### src/rtl/bnn_seq_pkg.sv
// Shared types and constants for the BNN run sequencer: FSM state encoding,
// default bus widths and the fixed SRAM header layout.
package bnn_seq_pkg;

  localparam int DEF_ADDR_WIDTH = 12;
  localparam int DEF_DATA_WIDTH = 16;

  // Word 0 of each memory holds the vector count; vectors follow from word 1.
  localparam int HDR_ADDR  = 0;
  localparam int DATA_BASE = 1;

  typedef enum logic [3:0] {
    S_IDLE   = 4'd0,
    S_HDR_RD = 4'd1,
    S_HDR_LD = 4'd2,
    S_RD     = 4'd3,
    S_LD     = 4'd4,
    S_ISSUE  = 4'd5,
    S_WAIT   = 4'd6,
    S_WR     = 4'd7,
    S_DONE   = 4'd8
  } state_e;

endpackage

### src/rtl/bnn_run_sequencer.sv
// Job controller for the BNN accelerator: reads N/M headers, walks every
// (input, weight) pair through the datapath and writes results row-major.
module bnn_run_sequencer
  import bnn_seq_pkg::*;
#(
  parameter int ADDR_WIDTH = DEF_ADDR_WIDTH,
  parameter int DATA_WIDTH = DEF_DATA_WIDTH
) (
  input  logic                  clk,
  input  logic                  reset_b,
  input  logic                  dut_run,
  output logic                  dut_busy,
  output logic [ADDR_WIDTH-1:0] dut_sram_read_address,
  input  logic [DATA_WIDTH-1:0] sram_dut_read_data,
  output logic [ADDR_WIDTH-1:0] dut_wmem_read_address,
  input  logic [DATA_WIDTH-1:0] wmem_dut_read_data,
  output logic                  dut_sram_write_enable,
  output logic [ADDR_WIDTH-1:0] dut_sram_write_address,
  output logic [DATA_WIDTH-1:0] dut_sram_write_data,
  output logic                  seq_dp_start,
  output logic [DATA_WIDTH-1:0] seq_dp_x,
  output logic [DATA_WIDTH-1:0] seq_dp_w,
  input  logic                  dp_seq_done,
  input  logic [DATA_WIDTH-1:0] dp_seq_result
);

  localparam logic [DATA_WIDTH-1:0] ONE  = DATA_WIDTH'(1);
  localparam logic [DATA_WIDTH-1:0] BASE = DATA_WIDTH'(DATA_BASE);

  state_e state_q, state_d;

  logic [DATA_WIDTH-1:0] n_q, n_d, m_q, m_d;
  logic [DATA_WIDTH-1:0] i_q, i_d, j_q, j_d;
  logic [DATA_WIDTH-1:0] wcnt_q, wcnt_d;
  logic [DATA_WIDTH-1:0] x_q, x_d, w_q, w_d;
  logic [DATA_WIDTH-1:0] wdata_q, wdata_d;
  logic [ADDR_WIDTH-1:0] waddr_q, waddr_d;
  logic [ADDR_WIDTH-1:0] in_addr_q, in_addr_d, wt_addr_q, wt_addr_d;
  logic                  busy_q, busy_d, start_q, start_d, we_q, we_d;

  logic last_j, last_pair, hdr_empty;

  assign last_j    = (j_q == m_q - ONE);
  assign last_pair = last_j && (i_q == n_q - ONE);
  assign hdr_empty = (sram_dut_read_data == '0) || (wmem_dut_read_data == '0);

  always_ff @(posedge clk or negedge reset_b) begin
    if (!reset_b) begin
      state_q <= S_IDLE;
    end else begin
      state_q <= state_d;
    end
  end

  always_comb begin
    state_d = state_q;
    case (state_q)
      S_IDLE:   if (dut_run) state_d = S_HDR_RD;
      S_HDR_RD: state_d = S_HDR_LD;
      S_HDR_LD: state_d = hdr_empty ? S_DONE : S_RD;
      S_RD:     state_d = S_LD;
      S_LD:     state_d = S_ISSUE;
      S_ISSUE:  state_d = S_WAIT;
      S_WAIT:   if (dp_seq_done) state_d = S_WR;
      S_WR:     state_d = last_pair ? S_DONE : S_RD;
      // Wait for run to drop so a held request cannot retrigger the job.
      S_DONE:   if (!dut_run) state_d = S_IDLE;
      default:  state_d = S_IDLE;
    endcase
  end

  // Outputs are registered from the next state so each strobe and bus lines
  // up with the cycle the FSM spends in the corresponding state.
  always_comb begin
    n_d       = n_q;
    m_d       = m_q;
    i_d       = i_q;
    j_d       = j_q;
    wcnt_d    = wcnt_q;
    x_d       = x_q;
    w_d       = w_q;
    wdata_d   = wdata_q;
    waddr_d   = waddr_q;
    in_addr_d = in_addr_q;
    wt_addr_d = wt_addr_q;

    case (state_q)
      S_HDR_LD: begin
        n_d    = sram_dut_read_data;
        m_d    = wmem_dut_read_data;
        i_d    = '0;
        j_d    = '0;
        wcnt_d = '0;
      end
      S_LD: begin
        x_d = sram_dut_read_data;
        w_d = wmem_dut_read_data;
      end
      S_WAIT: begin
        if (dp_seq_done) begin
          wdata_d = dp_seq_result;
          waddr_d = ADDR_WIDTH'(wcnt_q);
        end
      end
      S_WR: begin
        wcnt_d = wcnt_q + ONE;
        if (last_j) begin
          j_d = '0;
          i_d = i_q + ONE;
        end else begin
          j_d = j_q + ONE;
        end
      end
      default: ;
    endcase

    if (state_d == S_HDR_RD) begin
      in_addr_d = ADDR_WIDTH'(HDR_ADDR);
      wt_addr_d = ADDR_WIDTH'(HDR_ADDR);
    end else if (state_d == S_RD) begin
      in_addr_d = ADDR_WIDTH'(i_d + BASE);
      wt_addr_d = ADDR_WIDTH'(j_d + BASE);
    end

    busy_d  = (state_d != S_IDLE) && (state_d != S_DONE);
    start_d = (state_d == S_ISSUE);
    we_d    = (state_d == S_WR);
  end

  always_ff @(posedge clk or negedge reset_b) begin
    if (!reset_b) begin
      n_q       <= '0;
      m_q       <= '0;
      i_q       <= '0;
      j_q       <= '0;
      wcnt_q    <= '0;
      x_q       <= '0;
      w_q       <= '0;
      wdata_q   <= '0;
      waddr_q   <= '0;
      in_addr_q <= '0;
      wt_addr_q <= '0;
      busy_q    <= 1'b0;
      start_q   <= 1'b0;
      we_q      <= 1'b0;
    end else begin
      n_q       <= n_d;
      m_q       <= m_d;
      i_q       <= i_d;
      j_q       <= j_d;
      wcnt_q    <= wcnt_d;
      x_q       <= x_d;
      w_q       <= w_d;
      wdata_q   <= wdata_d;
      waddr_q   <= waddr_d;
      in_addr_q <= in_addr_d;
      wt_addr_q <= wt_addr_d;
      busy_q    <= busy_d;
      start_q   <= start_d;
      we_q      <= we_d;
    end
  end

  assign dut_busy               = busy_q;
  assign dut_sram_read_address  = in_addr_q;
  assign dut_wmem_read_address  = wt_addr_q;
  assign dut_sram_write_enable  = we_q;
  assign dut_sram_write_address = waddr_q;
  assign dut_sram_write_data    = wdata_q;
  assign seq_dp_start           = start_q;
  assign seq_dp_x               = x_q;
  assign seq_dp_w               = w_q;

endmodule

### config.mk
export PLATFORM = sky130hd
export DESIGN_NAME = bnn_run_sequencer
export DESIGN_NICKNAME = d
export VERILOG_FILES = /design/src/rtl/bnn_seq_pkg.sv /design/src/rtl/bnn_run_sequencer.sv
export SDC_FILE = /design/constraint.sdc
export NUM_CORES = 1
export LEC_CHECK = 0
export BUFFER_PORTS_ARGS = -buffer_cell sky130_fd_sc_hd__buf_2
export CORE_MARGIN = 1
export CORE_UTILIZATION = 45
export DETAILED_ROUTE_END_ITERATION = 16
export PLACE_DENSITY = 0.71
export SYNTH_ARGS = -nofsm -noshare
export SYNTH_HDL_FRONTEND = slang
export SYNTH_SLANG_ARGS = --single-unit
### constraint.sdc
create_clock -name clk -period 5 [get_ports clk]
set_clock_uncertainty 0.2 [all_clocks]
set_input_delay 0.25 -clock clk [delete_from_list [all_inputs] [get_ports clk]]
set_output_delay 0.25 -clock clk [all_outputs]
set_load 0.02 [all_outputs]
Yosys cells after proc, flatten, opt, wreduce, memory -nomap -nowiden
Index checks and enable logic that the tools add are counted.
Widths: inputs -> output; s select.
- add/sub/neg operators: 7
- equal/unequal tests: 15
- multiplexer cells: 15
- reduce and logical (&&, ||, !) cells: 10
- operators with widths (operator ; count):
    $pmux 16 s2 ; 3
    $add 16x1->16 const B ; 3
    $mux 12 ; 4
    $pmux 4 s9 ; 1
    $eq 16x16->1 ; 2
    $logic_not 16->1 ; 2
    $mux 16 ; 2
    $sub 16x1->16 const B ; 2
    $add 12x1->12 const B ; 2
    $eq 4x3->1 const B ; 6
    $mux 4 ; 5
    $eq 4x2->1 const B ; 3
    $eq 4x1->1 const B ; 2
    $eq 4x4->1 const B ; 1
    $logic_not 4->1 ; 1
    $ne 4x4->1 const B ; 1
    $reduce_bool 2->1 ; 2
    $reduce_bool 4->1 ; 1
    $logic_and 1x1->1 ; 2
    $reduce_and 2->1 ; 1
    $logic_or 1x1->1 ; 1
- flip-flop bits (word level): 171
- input bits: 52
- output and inout port bits: 87
- word-level logic and storage cells: 62

Depth between registers and ports, before layout
Gate-level depths: netlist of run 1.
- word-level depth: 8
- mapped depth: 17
- gate-level depth less buffers: 15

Least setup slack after synthesis of run 1
Ideal clock, no wire load.
- path kind: reg-to-reg
- from: reg m_q[3]
- to: reg wt_addr_q[10] (netlist: dut_wmem_read_address[10])
- setup time: 0.078 ns
- arrival: 4.394 ns
- data required time: 4.722 ns
- setup slack: 0.327 ns
- stages on the path, launching flop included: 16
- path buffers: 3
- period minus slack after synthesis: 4.673 ns
- path through: dfrtp_1 > buf_2 > or4_4 > or3_1 > o31ai_1 > a21oi_2 > buf_6 > a41oi_1 > clkbuf_1 > a22o_1 > ha_1 > inv_1 > or4_4 > or4b_1 > xor2_1 > o2bb2ai_1
- cells in the longest elaborated chain, start to end: 7
- elaborated cells on any way between the ends: 13
- classes of those cells: add/sub (2); eq/ne (3); mux (6); reduce/logical (2)
- RTL lines (element ; RTL line ; text):
    start, declared ; bnn_run_sequencer.sv:32 ; logic [DATA_WIDTH-1:0] n_q, n_d, m_q, m_d;
    start signal, assigned ; bnn_run_sequencer.sv:148 ; m_q <= m_d;
    $sub 16x1->16 ; bnn_run_sequencer.sv:43 ; assign last_j = (j_q == m_q - ONE);
    $eq 16x16->1 ; bnn_run_sequencer.sv:43 ;
    $mux 16 ; bnn_run_sequencer.sv:107 ; if (last_j) begin
    $pmux 16 s2 ; bnn_run_sequencer.sv:87 ; case (state_q)
    via j_d[1] ; bnn_run_sequencer.sv:33 ; logic [DATA_WIDTH-1:0] i_q, i_d, j_q, j_d;
    $add 12x1->12 ; bnn_run_sequencer.sv:122 ; wt_addr_d = ADDR_WIDTH'(j_d + BASE);
    $mux 12 ; bnn_run_sequencer.sv:120 ; end else if (state_d == S_RD) begin
    $mux 12 ; bnn_run_sequencer.sv:117 ; if (state_d == S_HDR_RD) begin
    end signal, assigned ; bnn_run_sequencer.sv:157 ; wt_addr_q <= wt_addr_d;
    end, declared ; bnn_run_sequencer.sv:38 ; logic [ADDR_WIDTH-1:0] in_addr_q, in_addr_d, wt_addr_q, wt_addr_d;
The timed path passes the listed nets, and every way through them passes these cells. The select of a mux whose other input is x is not followed.
A chain may end at the register's enable or synchronous reset.

Worst setup path in the final report of run 1
- from: reg m_q[3]
- to: reg busy_q (netlist: dut_busy)
- cells in the longest elaborated chain, start to end: 7
- elaborated cells on any way between the ends: 8
- classes of those cells: add/sub (1); eq/ne (2); mux (2); reduce/logical (3)
- RTL lines (element ; RTL line ; text):
    $sub 16x1->16 * ; bnn_run_sequencer.sv:43 ;
    $eq 16x16->1 * ; bnn_run_sequencer.sv:43 ;
    $logic_and 1x1->1 * ; bnn_run_sequencer.sv:44 ; assign last_pair = last_j && (i_q == n_q - ONE);
    $mux 4 * ; bnn_run_sequencer.sv:65 ; S_WR: state_d = last_pair ? S_DONE : S_RD;
    $pmux 4 s9 * ; bnn_run_sequencer.sv:57 ; case (state_q)
    via state_d[1] ; bnn_run_sequencer.sv:30 ; state_e state_q, state_d;
    $ne 4x4->1 or $reduce_bool 4->1 (tied branches) ; bnn_run_sequencer.sv:125 ; busy_d = (state_d != S_IDLE) && (state_d != S_DONE);
    $logic_and 1x1->1 * ; bnn_run_sequencer.sv:125 ;
    via busy_d ; bnn_run_sequencer.sv:39 ; logic busy_q, busy_d, start_q, start_d, we_q, we_d;
    end signal, assigned ; bnn_run_sequencer.sv:158 ; busy_q <= busy_d;
    end, declared ; bnn_run_sequencer.sv:39 ;
Mark *: on every way through the listed nets, which the timed path passes. The rest lies on a longest branch.

==> results of run 1 <==
[area by class of cell]
cell class              count  area (um^2)  share of cell area [%]
inverters                  17         63.8                   0.600
multi-input cells         687         4180                    39.3
clock buffers              18          429                    4.03
clock inverters            13          173                    1.62
repair buffers            203         1320                    12.4
flip-flops and latches    167         4180                    39.3
well taps                 234          293                    2.75
[worst max-delay path, delay by kind of cell (launching register included)]
kind	cells	cell delay [ps]
buffers and inverters	2	430
DFF	1	460
and+or+nand+nor	6	2590
AOI/OAI and AO/OA	3	760
[final timing paths]
kind | endpoint | slack, ps | cells after the start
worst max-delay path | dut_busy | 440 | 11
worst min-delay path | dut_sram_write_address[0] | 200 | 5
worst max register to register | dut_busy | 440 | 11
worst min register to register | dut_sram_write_address[0] | 270 | 2
max in group asynchronous | m_q[15] | 3490 | 3
min in group asynchronous | dut_wmem_read_address[4] | 230 | 2
[cell usage in the layout (no fill, tap or decap), types with 7 or more instances in the layout]
master | netlist | routed
dfrtp_1 | 167 | 167
a21oi_1 | 18 | 18
nand2_1 | 240 | 240
o211ai_1 | 8 | 8
and3_1 | 13 | 13
nand4_1 | 19 | 19
xnor2_1 | 34 | 34
ha_1 | 7 | 7
nand3_1 | 30 | 30
inv_1 | 17 | 17
nor3_1 | 16 | 16
buf_4 | 3 | 15
buf_2 | 1 | 137
dlygate4sd3_1 | 0 | 49
or3_1 | 9 | 9
xor2_1 | 29 | 29
mux2i_1 | 13 | 13
o2bb2ai_1 | 24 | 24
mux2_2 | 32 | 32
clkbuf_16 | 0 | 17
o21ai_0 | 39 | 39
nor4_1 | 13 | 13
nor2_1 | 37 | 37
[cell usage after synthesis, types with 7 or more instances]
master	n	area share [%]
a21oi_1	18	1.0
and3_1	13	0.94
clkbuf_1	39	1.7
dfrtp_1	167	48
ha_1	7	1.0
inv_1	17	0.74
mux2_2	32	4.2
mux2i_1	13	1.5
nand2_1	240	10
nand3_1	30	1.7
nand4_1	19	1.4
nor2_1	37	1.6
nor3_1	16	0.93
nor4_1	13	0.94
o211ai_1	8	0.70
o21ai_0	39	2.3
o2bb2ai_1	24	2.4
or3_1	9	0.65
xnor2_1	34	3.5
xor2_1	29	2.9
[flip-flops by register name (all words and copies together), names as in the netlist, 4 cells and up]
register	count
wcnt_q	12
i_q	16
seq_dp_w	16
n_q	16
dut_sram_read_address	12
dut_sram_write_address	12
m_q	16
j_q	16
dut_sram_write_data	16
dut_wmem_read_address	12
seq_dp_x	16
state_q	4
[logic make-up after synthesis]
group,after synthesis,synth area share (%)
AO/OA/AOI/OAI,144,11.8
XOR/XNOR,63,6.40
adder cells (fa/ha/maj),7,1.02
buffers and inverters,66,3.11
flip-flops,167,48.5
multiplexers,45,5.69
AND/OR/NAND/NOR,428,23.5
[routing by layer]
| layer | global-route usage [%] | vias up | part of all wire [%] |
|---|---|---|---|
| met5 | 0 | - | 0 |
| met4 | 7.52 | 0 | 1.7 |
| met3 | 4.21 | 31 | 5.3 |
| met1 | 29.7 | 3498 | 47 |
| met2 | 35.4 | 236 | 46 |
| li1 | - | 3583 | - |
[power by group]
group	internal (mW)	leakage (nW)	switching, mW
logic	0.872	2.53	1.39
registers	1.74	2.17	0.352
clock network	0.792	0.285	0.570
[repair_timing]
item / in CTS / in global routing
buffers inserted: 0 / 0
resized for setup: 0 / 0
endpoints found under the hold margin: 160 / 0
hold buffers: 49 / 0
==> impl_metrics.env, run 1 <==
export IMPL_dieArea_um2=19700
export IMPL_drtIter0Drc=346
export IMPL_status="finished clean"
export IMPL_numCtsBuffers=17
export IMPL_antenna_found_initial=0
export IMPL_grt_max_degree=88
export IMPL_io_buffers=138
export IMPL_power_mw=5.72
export IMPL_die_h_um=140
export IMPL_grt_pass1_vias=6916
export IMPL_final_core_util_pct=56.7
export IMPL_start_util_pct=45.9
export IMPL_setup_ws_ps=437
export IMPL_hold_class="input pin to flip-flop"
export IMPL_max_cap_violations=0
export IMPL_async_flop_share_pct=100
export IMPL_vdd_drop_max_mv=0.333
export IMPL_cts_path_max_buffers=2
export IMPL_setup_violations_final=0
export IMPL_placed_cell_area_um2=9550
export IMPL_clkTransAtPathRegs_ps=60
export IMPL_yosysWarnings=0
export IMPL_cts_tree="built"
export IMPL_gp_congestion=0.899
export IMPL_synth_edf_count=0
export IMPL_cp_required_ps=5100
export IMPL_slowest_delay_ps=590
export IMPL_final_setup_tns_ps=0
export IMPL_std_cell_rows=50
export IMPL_layout_drive_gt1_share_pct=21.4
export IMPL_first_pass_iters=5
export IMPL_finalWirelength_mm=21.2
export IMPL_fmax_ghz=0.219
export IMPL_end_kind="flip-flop"
export IMPL_min_period_over_period_pct=91.3
export IMPL_vias_per_cell=5.49
export IMPL_netlist_instances=920
export IMPL_crit_start="m_q[3]"
export IMPL_hold_ws_ps=204
export IMPL_die_x_um=140
export IMPL_crit_path_top_delay_cell="or4_4"
export IMPL_track_usage_pct=22.0
export IMPL_cts_max_level=4
export IMPL_synth_area_um2=8620
export IMPL_hold_viol_final=0
export IMPL_ys_ff_latch=167
export IMPL_area_growth_syn_to_layout_pct=23.5
export IMPL_synth_nets=979
export IMPL_drtAntennaViolNets=0
export IMPL_dpl_cell_count=1259
export IMPL_place_worst_setup_slack_ps=445
export IMPL_rsz0062_at_grt="no"
export IMPL_layout_min_cycle_time_ps=4560
export IMPL_grt_first_pass_wirelength_mm=34.6
export IMPL_core_um2=18800
export IMPL_r2r_start="m_q[3]"
export IMPL_cp_start_kind="flip-flop"
export IMPL_clock_sinks=167
export IMPL_synth_distinct_cells=71
export IMPL_arrival_ps=4670
export IMPL_cp_common_cell="or4_4"
export IMPL_slew_headroom_pct=44.6
export IMPL_vias=7348
export IMPL_grt_ovfl_total=0
export IMPL_final_cells=1339
export IMPL_seq_area_frac_synth_pct=48.5
export IMPL_crit_type="flip-flop to flip-flop"
export IMPL_stdcell_area_um2=10600
export IMPL_cellLeakagePower_nw=4.99
export IMPL_p_per_area_nw_per_um2=537
export IMPL_ios=139
export IMPL_cp_cell_sequence="or4_4, or3_1, or4_4, a21oi_2, nand4_4, buf_4, or4_4, a21oi_4, buf_4, o21ai_1, or3_1"
export IMPL_final_nets=1152
export IMPL_diodes=0
export IMPL_ys_dominant_reg_cell="dfrtp_1"
export IMPL_tightestPinTransition_ps=830
export IMPL_hold_start="dp_seq_done"
export IMPL_fillers=1656
export IMPL_root_buffer="clkbuf_16"
export IMPL_post_synth_cell_area_avg_um2=9.37
export IMPL_post_drt_wl_per_cell_um=15.8
export IMPL_clkLatencyLatePin_ps=430
export IMPL_drc=0
export IMPL_dp_hpwl_mm=14.4
export IMPL_drv_slew=0
export IMPL_crit_path_max_fanout=13
Power figures use the tool's default switching activity.
==> run 2, diff against run 1 <==
Settings changed: PLACE_DENSITY 0.71 to 0.69.
==> impl_metrics.env, run 2 (same netlist as run 1, synthesis figures left out) <==
export IMPL_clkLatencyLatePin_ps=440
export IMPL_min_period_over_period_pct=92.7
export IMPL_grt_ovfl_total=0
export IMPL_cellLeakagePower_nw=4.96
export IMPL_post_drt_wl_per_cell_um=16.5
export IMPL_diodes=0
export IMPL_setup_violations_final=0
export IMPL_end_kind="flip-flop"
export IMPL_r2r_worst_path_cells=10
export IMPL_crit_family="simple AND/OR/NAND/NOR gates"
export IMPL_numCtsBuffers=17
export IMPL_regToRegSetupSlack_ps=360
export IMPL_cp_common_cell="or4_4"
export IMPL_grt_max_degree=68
export IMPL_gp_congestion=0.896
export IMPL_cp_cell_sequence="or4_4, or3_1, or4_4, a21oi_2, nand4_4, buf_4, or4_4, a21oi_4, a21o_2, o2bb2ai_1"
export IMPL_arrival_ps=4790
export IMPL_layout_min_cycle_time_ps=4640
export IMPL_clock_power_share_pct=23.0
export IMPL_cts_path_max_buffers=2
export IMPL_io_buffers=138
export IMPL_grt_pass1_vias=7044
export IMPL_status="finished clean"
export IMPL_vias_per_cell=5.45
export IMPL_min_path_cells=6
export IMPL_fmax_ghz=0.216
export IMPL_power_mw=5.65
export IMPL_crit_path_top_delay_cell="or4_4"
export IMPL_tightestPinTransition_ps=871
export IMPL_vdd_drop_max_mv=0.307
export IMPL_drv_slew=0
export IMPL_dp_hpwl_mm=14.8
export IMPL_p_per_area_nw_per_um2=534
export IMPL_p_sw_share_pct=41.6
export IMPL_final_common_cell="nand2_1"
export IMPL_grt_first_pass_wirelength_mm=35.9
export IMPL_r2r_start="m_q[3]"
export IMPL_layout_drive_gt1_share_pct=21.2
export IMPL_hold_viol_final=0
export IMPL_fillers=1648
export IMPL_pwr_share_seq_pct=37.1
export IMPL_p_int_mw=3.30
export IMPL_final_setup_tns_ps=0
export IMPL_die_h_um=140
export IMPL_regArea_um2=4180
export IMPL_final_nets=1150
export IMPL_net_switching_power_mw=2.35
export IMPL_drtIter0Drc=349
export IMPL_clock_sinks=167
export IMPL_antenna_found_initial=0
export IMPL_hold_start="dp_seq_done"
export IMPL_ios=139
export IMPL_first_pass_iters=5
export IMPL_die_x_um=140
export IMPL_mostFrequentLayoutCells="nand2_1 (240), dfrtp_1 (167), buf_2 (137)"
export IMPL_max_cap_violations=0
export IMPL_core_um2=18800
export IMPL_start_util_pct=45.9
export IMPL_cp_start_kind="flip-flop"
export IMPL_min_to="state_q[0]"
export IMPL_cts_max_level=4
export IMPL_cp_required_ps=5150
export IMPL_multi_input_area_um2=4180
export IMPL_crit_path_max_fanout=24
export IMPL_hold_class="input pin to flip-flop"
export IMPL_slowest_delay_ps=590
export IMPL_std_cell_rows=50
export IMPL_drc=0
export IMPL_crit_type="flip-flop to flip-flop"
export IMPL_combPwrFrac_pct=39.9
export IMPL_r2r_end="dut_wmem_read_address[8]"
export IMPL_track_usage_pct=23.1
export IMPL_cts_tree="built"
export IMPL_rsz0062_at_grt="no"
export IMPL_dieArea_um2=19700
export IMPL_finalWirelength_mm=22.0
export IMPL_area_growth_syn_to_layout_pct=22.8
export IMPL_clkTransAtPathRegs_ps=70
export IMPL_slew_headroom_pct=41.8
export IMPL_path_buf_inv=1
export IMPL_drtAntennaViolNets=0
export IMPL_root_buffer="clkbuf_16"
export IMPL_vias=7298
[run 2: cell types whose count changed in the layout (fill, tap and decap cells not counted), sizes merged]
cell      change
bufinv        -2
inv           +4
clkbuf        +1
clkinvlp      -2
buf           -2
[run 2: final cells by class]
type,instances,share of cell area [%]
clock buffer,19,4.09
clock inverter,13,1.29
inverter,17,0.603
multi-input combinational,687,39.5
sequential,167,39.5
tap,234,2.77
timing repair buffer,201,12.2
[run 2: through the flow]
| stage | cells | worst slack, ps | hold slack [ps] | utilization [%] | cell area [um^2] |
|---|---|---|---|---|---|
| floorplan | 920 | 327 | -246 | - | 8620 |
| global placement | 1257 | 456 | 103 | 50.7 | 9520 |
| detailed placement | 1257 | 379 | 104 | 50.7 | 9520 |
| CTS | 1338 | 373 | 162 | 56.4 | 10600 |
| global route | 1338 | 14.5 | 225 | 56.4 | 10600 |
| finish | 1338 | 364 | 160 | 56.4 | 10600 |
[run 2: tightest hold or removal path: stages]
cell and delay, ps:
buf_2 80, nand2b_1 90, a21oi_1 60, nor3_1 130, inv_1 80, nand2_1 70
[run 2: worst max-delay path by stage]
stage,slack (ps),cells after the start,from,to
floorplan,330,15,m_q[3],dut_wmem_read_address[10]
global placement,460,10,m_q[3],dut_sram_read_address[1]
detailed placement,380,13,m_q[3],dut_wmem_read_address[10]
CTS,370,10,m_q[3],dut_wmem_read_address[1]
global route,10,13,m_q[3],dut_wmem_read_address[10]
finish,360,10,m_q[3],dut_wmem_read_address[8]
[run 2: layer usage]
metal | global-route usage, % | wire length (um)
met1 | 31.4 | 10200
met3 | 4.41 | 1230
met4 | 8.79 | 438
met5 | 0 | 0
met2 | 36.7 | 10100
[run 2: timing repair]
action / 4_1_cts / 5_1_grt
gates resized for setup: 0 / 0
endpoints found under the setup margin: 0 / 0
hold buffers: 49 / 0
buffers inserted: 0 / 0
endpoints found under the hold margin: 145 / 0
[run 2: power groups by stage]
| stage | clock (mW) | sequential (mW) | combinational [mW] |
|---|---|---|---|
| after floorplan | 0 | 2.28 | 1.40 |
| after global placement | 0 | 2.09 | 2.18 |
| after detailed placement | 0 | 2.11 | 2.21 |
| after CTS | 1.33 | 2.09 | 2.25 |
| after global routing | 1.39 | 2.16 | 2.48 |
| final | 1.30 | 2.10 | 2.25 |
==> run 3, diff against run 2 <==
Settings changed: CORE_UTILIZATION 45 to 35, PLACE_DENSITY 0.69 to 0.53, SLEW_MARGIN set to 20.
==> impl_metrics.env, run 3 (same netlist as run 1, synthesis figures left out) <==
export IMPL_cp_common_cell="or4_4"
export IMPL_min_period_over_period_pct=91.4
export IMPL_end_kind="flip-flop"
export IMPL_std_cell_rows=57
export IMPL_cts_max_level=4
export IMPL_track_usage_pct=18.3
export IMPL_io_buffers=138
export IMPL_clock_sinks=167
export IMPL_die_x_um=159
export IMPL_setup_violations_final=0
export IMPL_area_growth_syn_to_layout_pct=24.3
export IMPL_drc=0
export IMPL_antenna_found_initial=0
export IMPL_drv_slew=0
export IMPL_cp_required_ps=5150
export IMPL_fmax_ghz=0.219
export IMPL_final_setup_tns_ps=0
export IMPL_power_mw=5.62
export IMPL_drtAntennaViolNets=0
export IMPL_start_util_pct=35.5
export IMPL_use_met2_pct=28.5
export IMPL_grt_pass1_vias=7179
export IMPL_top_usage_layer="met2"
export IMPL_diodes=0
export IMPL_grt_first_pass_wirelength_mm=37.3
export IMPL_clkLatencyLatePin_ps=440
export IMPL_clkTransAtPathRegs_ps=70
export IMPL_drtIter0Drc=399
export IMPL_fillers=2390
export IMPL_crit_path_max_fanout=8
export IMPL_layout_drive_gt1_share_pct=21.7
export IMPL_crit_type="flip-flop to flip-flop"
export IMPL_cp_cell_sequence="or4_4, nor3_1, mux2i_1, nand2_1, a41oi_1, a22o_1, ha_1, inv_1, or4_4, or4b_1, xor2_1, o2bb2ai_1"
export IMPL_vias=7146
export IMPL_layout_min_cycle_time_ps=4570
export IMPL_use_met3_pct=3.32
export IMPL_gr_usage_met1_pct=25.9
export IMPL_final_common_cell="nand2_1"
export IMPL_path_buf_inv=1
export IMPL_rsz0062_at_grt="no"
export IMPL_dp_hpwl_mm=15.5
export IMPL_p_per_area_nw_per_um2=524
export IMPL_tightestPinTransition_ps=831
export IMPL_vdd_drop_max_mv=0.284
export IMPL_hold_viol_final=0
export IMPL_root_buffer="clkbuf_16"
export IMPL_vias_per_cell=4.99
export IMPL_gp_congestion=0.809
export IMPL_cts_tree="built"
export IMPL_grt_max_degree=72
export IMPL_grt_ovfl_total=0
export IMPL_max_cap_violations=0
export IMPL_crit_path_top_delay_cell="or4_4"
export IMPL_cellLeakagePower_nw=4.98
export IMPL_arrival_ps=4720
export IMPL_final_cells=1431
export IMPL_dpl_cell_count=1350
export IMPL_slowest_delay_ps=590
export IMPL_post_drt_wl_per_cell_um=15.5
export IMPL_hold_class="input pin to flip-flop"
export IMPL_slew_headroom_pct=44.6
export IMPL_core_um2=24200
export IMPL_finalWirelength_mm=22.1
export IMPL_ios=139
export IMPL_final_nets=1153
export IMPL_cts_path_max_buffers=2
export IMPL_cp_start_kind="flip-flop"
export IMPL_die_h_um=159
export IMPL_mostFrequentLayoutCells="nand2_1 (239), dfrtp_1 (167), buf_2 (137)"
export IMPL_dieArea_um2=25300
export IMPL_regToRegSetupSlack_ps=430
export IMPL_status="finished clean"
export IMPL_first_pass_iters=5
export IMPL_numCtsBuffers=17
export IMPL_crit_family="simple AND/OR/NAND/NOR gates"
run 3: changes by cell type in the layout (fill, tap and decap cells not counted), moves of 2 or more:
cell / delta
buf_4: +3
clkbuf_1: -2
clkinv_2: +3
clkinv_4: -3
inv_6: -2
inv_8: +3
run 3: cell type report:
class,count,area (um^2),share of cell area [%]
tap,324,405,3.79
timing repair buffer,204,1320,12.3
multi-input combinational,687,4190,39.1
clock inverter,15,135,1.26
clock buffer,17,425,3.97
sequential,167,4180,39.0
inverter,17,63.8,0.596
run 3: path summary, 6_finish.rpt:
| kind | startpoint | to | cells past startpoint |
|---|---|---|---|
| setup / recovery | m_q[3] | dut_wmem_read_address[10] | 12 |
| hold / removal | dut_run | state_q[0] | 6 |
| setup reg to reg | m_q[3] | dut_wmem_read_address[10] | 12 |
| hold reg to reg | dut_sram_write_address[1] | dut_sram_write_address[1] | 2 |
| max in group asynchronous | reset_b | dut_sram_read_address[3] | 3 |
| min in group asynchronous | reset_b | dut_sram_write_data[12] | 2 |
run 3: repair_timing:
item,CTS,global route
hold buffers,49,0
setup buffers,0,0
resized for setup,0,0
hold endpoints to repair,149,0
run 3: where the power goes:
part | switching [mW] | total (mW) | internal [mW]
combinational | 1.39 | 2.26 | 0.870
sequential | 0.343 | 2.08 | 1.74
clock | 0.616 | 1.27 | 0.658
run 3: routing by layer:
layer / vias to the layer above / part of all wire [%]
li1: 3582 / -
met1: 3363 / 51
met2: 183 / 44
met3: 18 / 3.9
met4: 0 / 1.3
met5: - / 0
run 3: worst register-to-register path, stage by stage, from the launching register on:
cell,delay (ps)
dfrtp_1,460
or4_4,590
nor3_1,190
mux2i_1,570
nand2_1,300
a41oi_1,330
a22o_1,220
ha_1,170
inv_1,70
or4_4,550
or4b_1,530
xor2_1,160
o2bb2ai_1,150
run 3: through the flow:
| step | instance area (um^2) | setup WS (ps) | utilization, % | hold slack [ps] |
|---|---|---|---|---|
| floorplan | 8620 | 327 | - | -246 |
| global placement | 9660 | 543 | 39.8 | 116 |
| detailed placement | 9660 | 431 | 39.8 | 115 |
| CTS | 10700 | 431 | 44.2 | 159 |
| global route | 10700 | 197 | 44.2 | 234 |
| finish | 10700 | 430 | 44.2 | 181 |
